==> src/rtl/cas_key_loader.sv <==
// Serial key loader for a CAS-Lock protected netlist: shifts in a key frame with CRC-8,
// commits verified keys to keyinput, keeps a decoy applied otherwise, and locks out after repeated failures.
module cas_key_loader #(
  parameter int               KEY_W     = 64,
  parameter int               MAX_TRIES = 3,
  parameter logic [KEY_W-1:0] DECOY_KEY = '0
) (
  input  logic             GCLK,
  input  logic             GRST_N,
  input  logic             key_sdi,
  input  logic             key_svalid,
  output logic             key_sready,
  input  logic             key_clear,
  output logic [KEY_W-1:0] keyinput,
  output logic             key_valid,
  output logic             key_err,
  output logic             lockout,
  output logic [3:0]       tries
);

  // state      | meaning
  // IDLE       | waiting for the first bit of a frame
  // SHIFT_KEY  | accepting key bits MSB-first, CRC running
  // SHIFT_CRC  | accepting the 8 received CRC bits
  // CHECK      | one-cycle compare of computed vs received CRC
  // LOADED     | verified key applied (first cycle may still be committing)
  // LOCKOUT    | too many CRC failures; only GRST_N exits
  typedef enum logic [2:0] {
    ST_IDLE, ST_SHIFT_KEY, ST_SHIFT_CRC, ST_CHECK, ST_LOADED, ST_LOCKOUT
  } state_e;

  localparam int CW = (KEY_W > 8) ? $clog2(KEY_W) : 3;

  state_e           state_q, state_d;
  logic [KEY_W-1:0] shift_q, shift_d;
  logic [7:0]       crc_q, crc_d;
  logic [7:0]       rx_crc_q, rx_crc_d;
  logic [CW-1:0]    cnt_q, cnt_d;
  logic [KEY_W-1:0] keyinput_q, keyinput_d;
  logic             key_valid_q, key_valid_d;
  logic             key_err_q, key_err_d;
  logic             lockout_q, lockout_d;
  logic [3:0]       tries_q, tries_d;
  logic             sready_q, sready_d;
  logic             pend_q, pend_d;
  logic             xfer;
  logic [3:0]       tries_inc;

  function automatic logic [7:0] crc8_step(input logic [7:0] c, input logic b);
    crc8_step = {c[6:0], 1'b0} ^ (((c[7] ^ b) == 1'b1) ? 8'h07 : 8'h00);
  endfunction

  assign xfer      = key_svalid && sready_q;
  assign tries_inc = (tries_q == 4'd15) ? tries_q : tries_q + 4'd1;

  always_comb begin
    state_d     = state_q;
    shift_d     = shift_q;
    crc_d       = crc_q;
    rx_crc_d    = rx_crc_q;
    cnt_d       = cnt_q;
    keyinput_d  = keyinput_q;
    key_valid_d = key_valid_q;
    key_err_d   = 1'b0;
    lockout_d   = lockout_q;
    tries_d     = tries_q;
    pend_d      = pend_q;

    case (state_q)
      // IDLE always holds cnt_q == 0, so it shares the key-shift path
      ST_IDLE, ST_SHIFT_KEY: begin
        if (key_clear) begin
          shift_d  = '0;
          crc_d    = '0;
          rx_crc_d = '0;
          cnt_d    = '0;
          state_d  = ST_IDLE;
        end else if (xfer) begin
          shift_d = {shift_q[KEY_W-2:0], key_sdi};
          crc_d   = crc8_step(crc_q, key_sdi);
          if (cnt_q == CW'(KEY_W - 1)) begin
            cnt_d   = '0;
            state_d = ST_SHIFT_CRC;
          end else begin
            cnt_d   = cnt_q + CW'(1);
            state_d = ST_SHIFT_KEY;
          end
        end
      end

      ST_SHIFT_CRC: begin
        if (key_clear) begin
          shift_d  = '0;
          crc_d    = '0;
          rx_crc_d = '0;
          cnt_d    = '0;
          state_d  = ST_IDLE;
        end else if (xfer) begin
          rx_crc_d = {rx_crc_q[6:0], key_sdi};
          if (cnt_q == CW'(7)) begin
            cnt_d   = '0;
            state_d = ST_CHECK;
          end else begin
            cnt_d = cnt_q + CW'(1);
          end
        end
      end

      ST_CHECK: begin
        crc_d    = '0;
        rx_crc_d = '0;
        if (crc_q == rx_crc_q) begin
          pend_d  = 1'b1;
          state_d = ST_LOADED;
        end else begin
          shift_d   = '0;
          key_err_d = 1'b1;
          tries_d   = tries_inc;
          if (tries_inc == 4'(MAX_TRIES)) begin
            lockout_d = 1'b1;
            state_d   = ST_LOCKOUT;
          end else begin
            state_d = ST_IDLE;
          end
        end
      end

      // Commit happens one cycle after CHECK so the key appears two edges after the last bit
      ST_LOADED: begin
        if (key_clear) begin
          keyinput_d  = DECOY_KEY;
          key_valid_d = 1'b0;
          pend_d      = 1'b0;
          shift_d     = '0;
          state_d     = ST_IDLE;
        end else if (pend_q) begin
          keyinput_d  = shift_q;
          key_valid_d = 1'b1;
          pend_d      = 1'b0;
          shift_d     = '0;
        end
      end

      ST_LOCKOUT: begin
        lockout_d   = 1'b1;
        key_valid_d = 1'b0;
        keyinput_d  = DECOY_KEY;
      end

      default: state_d = ST_IDLE;
    endcase

    sready_d = (state_d == ST_IDLE) || (state_d == ST_SHIFT_KEY) ||
               (state_d == ST_SHIFT_CRC);
  end

  always_ff @(posedge GCLK or negedge GRST_N) begin
    if (!GRST_N) begin
      state_q     <= ST_IDLE;
      shift_q     <= '0;
      crc_q       <= '0;
      rx_crc_q    <= '0;
      cnt_q       <= '0;
      keyinput_q  <= DECOY_KEY;
      key_valid_q <= 1'b0;
      key_err_q   <= 1'b0;
      lockout_q   <= 1'b0;
      tries_q     <= '0;
      sready_q    <= 1'b0;
      pend_q      <= 1'b0;
    end else begin
      state_q     <= state_d;
      shift_q     <= shift_d;
      crc_q       <= crc_d;
      rx_crc_q    <= rx_crc_d;
      cnt_q       <= cnt_d;
      keyinput_q  <= keyinput_d;
      key_valid_q <= key_valid_d;
      key_err_q   <= key_err_d;
      lockout_q   <= lockout_d;
      tries_q     <= tries_d;
      sready_q    <= sready_d;
      pend_q      <= pend_d;
    end
  end

  assign key_sready = sready_q;
  assign keyinput   = keyinput_q;
  assign key_valid  = key_valid_q;
  assign key_err    = key_err_q;
  assign lockout    = lockout_q;
  assign tries      = tries_q;

endmodule

==> config.mk <==
export PLATFORM = sky130hd
export DESIGN_NAME = cas_key_loader
export DESIGN_NICKNAME = d
export VERILOG_FILES = /design/src/rtl/cas_key_loader.sv
export SDC_FILE = /design/constraint.sdc
export NUM_CORES = 1
export LEC_CHECK = 0
export ABC_CLOCK_PERIOD_IN_PS = 4350
export CAP_MARGIN = 20
export CORE_UTILIZATION = 59
export CTS_CLUSTER_SIZE = 40
export DETAILED_ROUTE_END_ITERATION = 10
export GPL_ROUTABILITY_DRIVEN = 0
export GPL_TIMING_DRIVEN = 1
export PLACE_DENSITY = 0.85
export REMOVE_ABC_BUFFERS = 1
export SKIP_LAST_GASP = 1
export SYNTH_ARGS = -nofsm -noshare
export SYNTH_HDL_FRONTEND = slang
export SYNTH_SLANG_ARGS = --single-unit
==> constraint.sdc <==
create_clock -name GCLK -period 4.35 [get_ports GCLK]
set_input_delay 0.6525 -clock GCLK [delete_from_list [all_inputs] [get_ports GCLK]]
set_output_delay 0.6525 -clock GCLK [all_outputs]
set_load 0.01 [all_outputs]
Word-level counts from Yosys, hierarchy flattened:

Cells that the tools add are included.

* logic and storage cells: 103
* input bits: 5
* register bits after elaboration: 162

* $add $sub $neg: 2
* equal/unequal tests: 20
* mux-type cells: 46
* bitwise gates (word level): 3
* reduce and logical (&&, ||, !) cells: 20

Operators by type and width (number)
* $mux W64: 8
* $pmux W64 S4: 1
* $pmux W64 S2: 1
* $pmux W8 S3: 2
* $mux W8: 5
* $mux W6: 6
* $mux W3: 9
* $pmux W3 S5: 1
* $pmux W6 S2: 1
* $reduce_and A3 Y1: 4
* $ne A2 B2 Y1 const B: 5
* $eq A3 B2 Y1 const B: 3
* $ne A3 B3 Y1 const B: 3
* $eq A8 B8 Y1: 1
* $reduce_bool A2 Y1: 4
* $xor A8 B3 Y8: 1
* $mux W1: 7
* $add A6 B1 Y6 const B: 1
* $eq A3 B1 Y1 const B: 2
* $eq A3 B3 Y1 const B: 2
* $eq A6 B3 Y1 const B: 1
* $eq A6 B6 Y1 const B: 1
* $logic_not A3 Y1: 2
* $pmux W1 S2: 3
* other kinds (14): 17

Longest topological paths before layout:

Gate-level depths: netlist (run 1).

* word-level depth: 9
* gate-level depth with buffers: 7
* mapped depth without buffers: 6

Worst setup path after synthesis (run 1):

Ideal clock, no wire load.

* path type: input to register
* from: input port key_svalid
* to: register shift_q[63]
* path slack: 2.499 ns
* setup time: 0.121 ns
* required time: 4.229 ns
* stages: 7
* data arrival time: 1.730 ns
* buffers on the path: 2
* cells stage by stage: and2_1 > buf_8 > nand2b_2 > a31oi_4 > o2bb2ai_4 > buf_6 > a22o_1

* word-level cells in the longest chain between the ends: 3

Ends and longest elaborated chain
* from (decl): RTL line 11 `input logic key_svalid,`
* $logic_and A1 B1 Y1: RTL line 53 `assign xfer = key_svalid && sready_q;`
* $ne A3 B3 Y1 (no line)
* $reduce_and A5 Y1 (no line)
* to (signal assigned): RTL line 173 `shift_q <= shift_d;`
* to (decl): RTL line 35 `logic [KEY_W-1:0] shift_q, shift_d;`

Every way passes these cells.
A chain may end at the register's enable or synchronous reset.

Worst setup path in the final report (run 1):

* from: input port key_clear
* to: register shift_q[52]

* word-level cells in the longest chain between the ends: 2
* elaborated cells on any way between the ends: 7

Ends and longest elaborated chain
* from (decl): RTL line 13 `input logic key_clear,`
* $ne A3 B3 Y1 (no line) (tied with other cells)
* $reduce_and A5 Y1 (no line) / $pmux W64 S4 (equally long branches)

Several ways; a longest one is shown, not always the timed one.

==> results.md, run 1 <==
- Outcome: finished, final reports clean
- Leading area contributor after synthesis: dfrtp_1
- RSZ-0062 raised after global routing: false
- CP peak stage delay: around 740 ps
- Area of the mapped netlist: 6380 um2
- Largest net degree at the start of global routing: 90
- Post-cts sizing count: 0
- Post-DP HPWL: 7620 um
- PD cells: 389 nW/um2
- Synth Area per Inst: 13.3 um2
- Arr. time, crit path: around 3100 ps
- Ports: 77
- Hold_ws: 193 ps
- Yosys cell types: 48
- Die footprint: roughly 11000 um2
- Detailed-router iteration count before antenna repair: 4
- IR drop worst, VDD: 244 uV
- Final min period: 2670 ps
- Clk slew on worst S/H paths: approximately 60 ps
- TritonCTS Buffers: 17
- Final Util: between 70 and 80%
- First-pass GRT wire length: 21700 um
- Prevailing post-synth register cell: dfrtp_1
- Worst path bufs/invs: 2
- Sequential area share after synthesis: 63.5%
- Via density: 6.08
- Routing usage on met3: between 5 and 6%
- CTS max path bufs: 2
- Initial antenna violation count: 0
- ANT nets after route: 0
- Count of state elements after synthesis: between 150 and 200
- Final worst-path cycle share: 61.5%
- Clk network pwr share: 47.8%
- Total setup buffers inserted after CTS: 0
- CP delay by family, top: simple AND/OR/NAND/NOR gates
- CP Class: input port to flop
- Die width: around 110 um
- Initial drt markers: 279
- Clock latency on the worst-skew pair: 520 ps
- # setup viols final: 0
- Hold Path Class: input port to asynchronous set/reset pin
- Grt peak-use layer: met2
- Vias in the first global route: 4296
- Most frequent cells in the layout: dfrtp_1 (162), a22o_1 (128), clkdlybuf4s50_1 (75)
- WP data required: 4800 ps
- Synth area leaders: dfrtp_1 (64%), a22o_1 (18%), xnor2_1 (1.8%), buf_2 (1.6%), nand3_1 (1.6%)
- Startpoint types: input port
- Final hold violations: 0
- Yosys Warn Count: 0
- Setup TNS Final: 0 ps
- GR Overflow Total: 0
- Critical path peak fanout: 35
- Commonest non-fill, non-tap cell in the layout: dfrtp_1
- GRT Total Usage: 24.9%
- Ys async rst share: 100%
- Nature of the critical path endpoint: flop
- Routed len/inst: 18.4 um
- TritonCTS clock tree: built
- Clock sinks: about 160
- Pint: 2400 uW
- Sequential power share: 50.5%
- DRC: 0
- Max cap viols: 0
- Die H: 106 um
- Fmax achieved: around 0.37 GHz
- Final nets: 557
- Cell Rows: 37
- Leak Pwr: 0.00350 uW
- Synthesized instance count: between 400 and 500
- Root buf cell: clkbuf_8
- EDFF count, synth: 0
- CP max stage cell: clkdlybuf4s50_1
- H-tree depth: 4
- Met1 Usage GRT: 34.0%
- PortBufs: 76
- Worst path cell trace: clkdlybuf4s50_1 -> or3_4 -> nor2_4 -> buf_4 -> a22o_1
- Total number of vias: 4241
- Detailed-route wire length: roughly 13000 um
- Starting density of the core: 61.2%
- Max_slew headroom: 46.0%
- Pins Over Slew Limit: 0
- Combinational Power Share: 1.7%
- Slew @ Worst Pin: about 810 ps
- Core area: 10400 um2
- Area Growth Syn to Fin: 21.3%
- Hold_buf cts: 0
- P_sw: between 600 and 700 uW
- Met2 usage in global routing: 40.0%
- Post-synth top area share: 63.5%
- Fin Clk Skew: 8.13 ps
- Ant. Diodes: 0
- Sw Share: 20.3%
- Share of layout cells above drive strength 1: 9.27%
==> path summary, 6_finish.rpt <==
path	from	cells after the start	slack [ps]	endpoint
max	key_clear	5	1680	shift_q[52]
min	GRST_N	1	190	keyinput[58]
max reg2reg	state_q[0]	5	2100	shift_q[18]
min reg2reg	key_valid	1	480	key_valid
max in group asynchronous	GRST_N	2	3170	keyinput[21]
min in group GCLK	key_valid	1	480	key_valid
==> logic make-up after synthesis <==
kind of cell / synth area share (%)
buf+inv: 4.73
fa+ha+maj: 0.392
simple gates: 6.59
compound gates: 22.0
mux: 0.510
xor+xnor: 2.20
flops: 63.5
==> Yosys cell counts, types with 3 or more instances <==
master,n
dfrtp_1,162
a22o_1,128
buf_2,20
nand3_1,20
inv_1,19
o21ai_1,19
nand2_1,17
nor2_1,13
xnor2_1,13
buf_6,7
nor3_1,7
o21ai_0,4
a21oi_1,3
nand2b_1,3
nand4_1,3
xor2_1,3
==> through the flow <==
step                      std cells  power, uW  instance area [um2]  worst slack (ps)
after floorplan                 448       1560                 6150              -472
after global placement          666       1600                 7140              1300
after detailed placement        666       1600                 7140              1190
after CTS                       696       3030                 7720              1700
after global routing            697       3110                 7740              1600
final                           697       3010                 7740              1680
==> layout make-up <==
cell class	count	area, um2
fill	679	2680
tap	136	170
multi-input combinational	267	2040
timing repair buffer	83	827
clock inverter	8	101
inverter	19	71.3
sequential	162	4050
clock buffer	22	473
==> power by group through the flow <==
stage / clock [uW] / sequential, uW / combinational, uW
after CTS: 1460 / 1520 / 54.3
after global routing: 1530 / 1520 / 60.9
final: 1440 / 1520 / 52.1
after detailed placement: 0 / 1540 / 54.0
after global placement: 0 / 1540 / 51.9
after floorplan: 0 / 1540 / 14.8
==> registers in the layout, summed over array words and instances (netlist names), 3 cells and up <==
signal / count
cnt_q: 6
crc_q: 8
keyinput: 64
rx_crc_q: 8
shift_q: 64
state_q: 3
tries: 4
==> layer usage <==
layer	vias up	part of all wire, %
met5	-	0
met3	15	3.6
met4	0	0.91
met1	2208	45
met2	102	51
li1	1916	-
Power figures use the tool's default switching activity.
==> run 2: changes to the inputs <==
Settings changed: ABC_CLOCK_PERIOD_IN_PS 4350 to 2700, CORE_UTILIZATION 59 to 55, PLACE_DENSITY 0.85 to 0.8.
Clock period 4.35 ns to 2.7 ns, I/O delays scaled along.
==> run 2 against run 1 <==
Compared with the run above:
- clock skew about the same
- critical path depth decreased by 1
- count of clock-buffer cells in the layout decreased by 4
- worst setup slack got worse by 1100 ps
- critical endpoint is now keyinput[47]
- final cell count increased by 1.3%
==> results.md, run 2 (synthesized netlist as in run 1, its figures left out) <==
- Setup TNS Final: 0 ps (unchanged)
- Reg-to-reg endpoint: keyinput[47]
- Initial drt markers: 285 (+2.2%)
- Total setup buffers inserted after CTS: 0 (unchanged)
- Total power: 4820 uW (+60%)
- Via density: 5.99 (-1.6%)
- Die H: 110 um (+3.5%)
- Combinational Power Share: 1.9% (+0.2 points)
- Critical path peak fanout: 42 (+20%)
- Hold Path Class: input port to asynchronous set/reset pin
- DRC: 0 (unchanged)
- Ports: 77 (unchanged)
- Clk network pwr share: 47.4% (-0.4 points)
- Root buf cell: clkbuf_16
- P_sw: 1050 uW (+73%)
- Area Growth Syn to Fin: 22.4%
- Hold_buf cts: 0 (unchanged)
- Reg2reg start: state_q[2]
- Commonest non-fill, non-tap cell in the layout: dfrtp_1
- Share of layout cells above drive strength 1: 10.2% (+0.98 points)
- Detailed-router iteration count before antenna repair: 4 (unchanged)
- Largest net degree at the start of global routing: 79 (-12%)
- ANT nets after route: 0 (unchanged)
- Clock latency on the worst-skew pair: 420 ps (-100 ps)
- Post-cts sizing count: 0 (unchanged)
- Core area: 11100 um2 (+6.4%)
- Pins Over Slew Limit: 0 (unchanged)
- Post-DP HPWL: 7690 um (+0.90%)
- Max_slew headroom: 53.2% (+7.1 points)
- Initial antenna violation count: 0 (unchanged)
- Clock sinks: 162 (unchanged)
- Leak Pwr: 0.00354 uW (+0.88%)
- Sequential power share: 50.8% (+0.3 points)
- Fin Clk Skew: 8.15 ps (+0.0267 ps)
- Startpoint types: flop
- TritonCTS Buffers: 17 (unchanged)
- GR Overflow Total: 0 (unchanged)
- Nature of the critical path endpoint: flop
- Die width: 110 um (+3.5%)
- Pint: 3760 uW (+57%)
- Total number of vias: 4226 (-0.35%)
- IR drop worst, VDD: 429 uV (+76%)
- Arr. time, crit path: 2450 ps (-680 ps)
- Ant. Diodes: 0 (unchanged)
- Outcome: finished, final reports clean
- Final min period: 2100 ps
- Vias in the first global route: 4100 (-4.6%)
- Final hold violations: 0 (unchanged)
- Routed wl met3: 662 um (+44%)
- Die footprint: 12000 um2 (+7.1%)
- CTS max path bufs: 2 (unchanged)
- Starting density of the core: 57.6% (-3.7 points)
- Filler cell count: 748 (+10%)
- Detailed-route wire length: 12800 um (about the same)
- RSZ-0062 raised after global routing: false
- PortBufs: 76 (unchanged)
- Flop2flop setup slack: 600 ps (-1500 ps)
- Routed len/inst: 18.2 um (-1.2%)
- GRT Total Usage: 23.1% (-1.8 points)
- H-tree depth: 4 (unchanged)
- Slew @ Worst Pin: 702 ps (-105 ps)
- # setup viols final: 0 (unchanged)
- TritonCTS clock tree: built
- Final nets: 560 (+0.54%)
- Highest routed layer: met4
- Clk slew on worst S/H paths: 70 ps (about the same)
- PD cells: 617 nW/um2 (+59%)
- DRT met1 WL: 5870 um (+2.9%)
- Sw Share: 21.9% (+1.6 points)
- CP Class: flop to flop
- Max cap viols: 0 (unchanged)
- Fmax achieved: 0.476 GHz
- WP data required: 3050 ps (-1750 ps)
- Most frequent cells in the layout: dfrtp_1 (162), a22o_1 (128), clkdlybuf4s50_1 (75)
- DR WL met2: 6160 um (-5.5%)
- First-pass GRT wire length: 20900 um (-3.4%)
- Cell Rows: 38 (+2.7%)
- FF-to-FF path depth: 4 (-1)
- Final worst-path cycle share: ~78%
## run 2: changes by cell type in the layout (fill, tap and decap cells not counted)
cell	previous run	this run
buf_12	1	5
clkbuf_8	5	1
clkinv_4	0	4
buf_4	6	5
bufinv_16	2	1
clkbuf_1	1	0
clkbuf_16	16	17
clkinv_2	2	3
inv_6	1	2
inv_8	0	1
## run 2: layout make-up
type	instances	area (um2)	share of cell area [%]
flip-flops and latches	162	4050	51.9
repair buffers	86	900	11.5
clock inverters	14	131	1.68
clock buffers	18	439	5.62
well taps	140	175	2.24
multi-input cells	267	2040	26.1
inverters	19	71.3	0.913
## run 2: per-stage QoR
stage	std cells	util, %	setup slack, ps	hold slack [ps]	cell area [um2]
3_5_place_dp	674	65.3	308	463	7240
2_1_floorplan	448	-	-2010	109	6150
6_report	706	70.5	601	15.8	7810
4_1_cts	706	70.5	612	38.2	7810
3_3_place_gp	674	65.3	416	461	7240
5_1_grt	706	70.5	488	58.1	7810
## run 2: how the worst max path moves through the flow
stage | from | cells after the start | slack [ps] | to
after floorplan | state_q[0] | 2 | -2010 | keyinput[0]
after global placement | key_clear | 5 | 420 | keyinput[50]
after detailed placement | key_clear | 5 | 310 | keyinput[3]
after CTS | state_q[2] | 4 | 610 | keyinput[47]
after global routing | state_q[2] | 4 | 490 | keyinput[3]
final | state_q[2] | 4 | 600 | keyinput[47]
## run 2: power groups by stage
stage	combinational [uW]	clock [uW]	sequential [uW]
floorplan	23.8	0	2490
global placement	89.1	0	2490
detailed placement	92.6	0	2490
CTS	93.3	2320	2440
global route	104	2420	2440
finish	89.3	2280	2450
## run 2: critical path, stage by stage (launching register included)
cell     delay [ps]
dfrtp_1         600
nor2b_1         370
and3_2          600
buf_12          280
a22o_1          170
## run 2: metal layers
layer / track usage (%) / vias to the layer above
met5: 0 / -
met4: 6.86 / 0
met3: 5.75 / 11
met2: 35.0 / 126
met1: 33.1 / 2159
li1: - / 1930
==> run 3: changes to the inputs <==
Settings changed: ABC_CLOCK_PERIOD_IN_PS 2700 to 2200.
Clock period 2.7 ns to 2.2 ns, I/O delays scaled along.
==> run 3 against run 2 <==
Compared with the run above:
- combinational power rose by 25%
- sequential power is 22% higher
- largest cell class unchanged
- register-to-register slack worse by 290 ps
- largest power group unchanged
==> results.md, run 3 (synthesized netlist as in run 1, its figures left out) <==
- Starting density of the core: 57.6% (unchanged)
- Cell Rows: 38 (unchanged)
- Leak Pwr: 0.00358 uW (+1.4%)
- Outcome: finished, final reports clean
- Largest net degree at the start of global routing: 66 (-16%)
- Final min period: 1890 ps (-206 ps)
- First-pass GRT wire length: 21100 um (+0.82%)
- Clock latency on the worst-skew pair: 420 ps (about the same)
- CP delay by family, top: simple AND/OR/NAND/NOR gates
- # setup viols final: 0 (unchanged)
- Hold Path Class: input port to asynchronous set/reset pin
- Most frequent cells in the layout: dfrtp_1 (162), a22o_1 (128), clkdlybuf4s50_1 (75)
- Startpoint types: flop
- PD cells: 763 nW/um2 (+24%)
- Worst path bufs/invs: 0 (-1)
- Final worst-path cycle share: 86.1% (+8.3 points)
- Initial antenna violation count: 0 (unchanged)
- Combinational Power Share: 1.9% (about the same)
- Initial drt markers: 348 (+22%)
- Dpl ws: 190 ps (-118 ps)
- Nature of the critical path endpoint: flop
- Hold_ws: 410 ps (+395 ps)
- CP Class: flop to flop
- CTS max path bufs: 2 (unchanged)
- Pins Over Slew Limit: 0 (unchanged)
- CP peak stage delay: 440 ps (-160 ps)
- Core area: 11100 um2 (unchanged)
- RSZ-0062 raised after global routing: false
- Critical path peak fanout: 3 (-93%)
- Sw Share: 20.8% (-1.0 points)
- Worst path cell trace: ha_1 -> nand2_1 -> or4_4 -> or3_1 -> a31oi_2 -> nor2_1
- Detailed-router iteration count before antenna repair: 4 (unchanged)
- Post-cts sizing count: 0 (unchanged)
- Vias in the first global route: 4120 (+0.49%)
- Via density: 5.99 (about the same)
- Commonest non-fill, non-tap cell in the layout: dfrtp_1
- Post-route setup slack: 306 ps (-294 ps)
- Fmax achieved: 0.528 GHz (+11%)
- Die footprint: 12000 um2 (unchanged)
- Filler cell count: 779 (+4.1%)
- Root buf cell: clkbuf_16
- Sequential power share: 49.8% (-1.0 points)
- PortBufs: 76 (unchanged)
- GRT Total Usage: 23.5% (+0.42 points)
- Arr. time, crit path: 2200 ps (-250 ps)
- Ant. Diodes: 0 (unchanged)
- Max_slew headroom: 66.8% (+14 points)
- Die width: 110 um (unchanged)
- Final nets: 567 (+1.3%)
- TritonCTS Buffers: 17 (unchanged)
- ANT nets after route: 0 (unchanged)
- Pint: 4770 uW (+27%)
- Area Growth Syn to Fin: 23.8%
- Clk slew on worst S/H paths: 60 ps (about the same)
- WP data required: 2510 ps (-540 ps)
- CP max stage cell: or4_4
- Routed len/inst: 17.7 um (-2.6%)
- Final hold violations: 0 (unchanged)
- Die H: 110 um (unchanged)
- Clk network pwr share: 48.3% (+0.9 points)
- IR drop worst, VDD: 762 uV (+78%)
- Post-DP HPWL: 7840 um (+2.0%)
- P_sw: 1250 uW (+19%)
- Clock sinks: 162 (unchanged)
- Fin Clk Skew: 14.0 ps (+5.83 ps)
- DRC: 0 (unchanged)
- Ports: 77 (unchanged)
- TritonCTS clock tree: built
- GR Overflow Total: 0 (unchanged)
- Slew @ Worst Pin: 496 ps (-206 ps)
- Share of layout cells above drive strength 1: 10.6% (+0.40 points)
- Total number of vias: 4270 (+1.0%)
- FF-to-FF path depth: 6 (+2)
- Post-Place Cells: 680 (+0.89%)
- Max cap viols: 0 (unchanged)
- Reg-to-reg endpoint: cnt_q[3]
- Reg2reg start: cnt_q[0]
- Finished Layout Cells: 713 (+0.99%)
- Flop2flop setup slack: 310 ps (-290 ps)
- Detailed-route wire length: 12600 um (-1.7%)
- H-tree depth: 4 (unchanged)
-- run 3: changes by cell type in the layout (fill, tap and decap cells not counted) --
| cell | before | now |
|---|---|---|
| inv_8 | 1 | 0 |
| buf_12 | 5 | 6 |
| buf_4 | 5 | 10 |
| clkinv_2 | 3 | 1 |
| inv_6 | 2 | 3 |
| clkbuf_1 | 0 | 3 |
| clkinv_4 | 4 | 3 |
| clkbuf_8 | 1 | 2 |
| bufinv_16 | 1 | 2 |
| clkinvlp_4 | 3 | 1 |
| dlygate4sd3_1 | 0 | 1 |
-- run 3: area by class of cell --
type / instances / area (um2) / share of cell area [%]
Clock buffer: 22 / 464 / 5.88
Tap cell: 140 / 175 / 2.22
Timing Repair Buffer: 93 / 967 / 12.2
Multi-Input combinational cell: 267 / 2040 / 25.8
Sequential cell: 162 / 4050 / 51.3
Clock inverter: 10 / 125 / 1.58
Inverter: 19 / 71.3 / 0.903
-- run 3: worst register-to-register path, stage by stage, from the launching register on --
cell     delay [ps]
dfrtp_1         390
ha_1            210
nand2_1          60
or4_4           440
or3_1           370
a31oi_2         220
nor2_1           80
-- run 3: worst max-delay path by stage --
stage                from           end  slack, ps  cells after the start
4_1_cts          cnt_q[0]      cnt_q[3]        290                      6
6_report         cnt_q[0]      cnt_q[3]        310                      6
3_3_place_gp    key_clear  keyinput[10]        240                      6
2_1_floorplan  state_q[0]   keyinput[0]      -2510                      2
5_1_grt          cnt_q[0]      cnt_q[0]        210                      6
3_5_place_dp    key_clear   keyinput[0]        190                      6
-- run 3: what timing repair did --
item	CTS	global route
hold buffers	1	0
endpoints found under the hold margin	50	0
setup buffers	0	0
-- run 3: metrics by stage --
stage          setup TNS [ps]  utilization (%)  area [um2]  total power (uW)
2_1_floorplan         -162980                -        6150              3080
3_5_place_dp                0             65.9        7300              3170
6_report                    0             71.3        7900              6020
5_1_grt                     0             71.3        7900              6210
4_1_cts                     0             71.3        7900              6070
3_3_place_gp                0             65.9        7300              3160
-- run 3: routing by layer --
layer	global-route usage, %	wire [um]	vias to the layer above
li1	-	-	1947
met4	7.62	154	0
met2	35.1	6000	93
met1	33.5	5960	2216
met5	0	0	-
met3	6.58	485	14
-- run 3: power groups by stage --
stage,sequential (uW),clock [uW],combinational (uW)
6_report,3000,2910,112
2_1_floorplan,3050,0,29.2
4_1_cts,3000,2960,116
3_3_place_gp,3050,0,110
5_1_grt,3000,3080,131
3_5_place_dp,3050,0,115
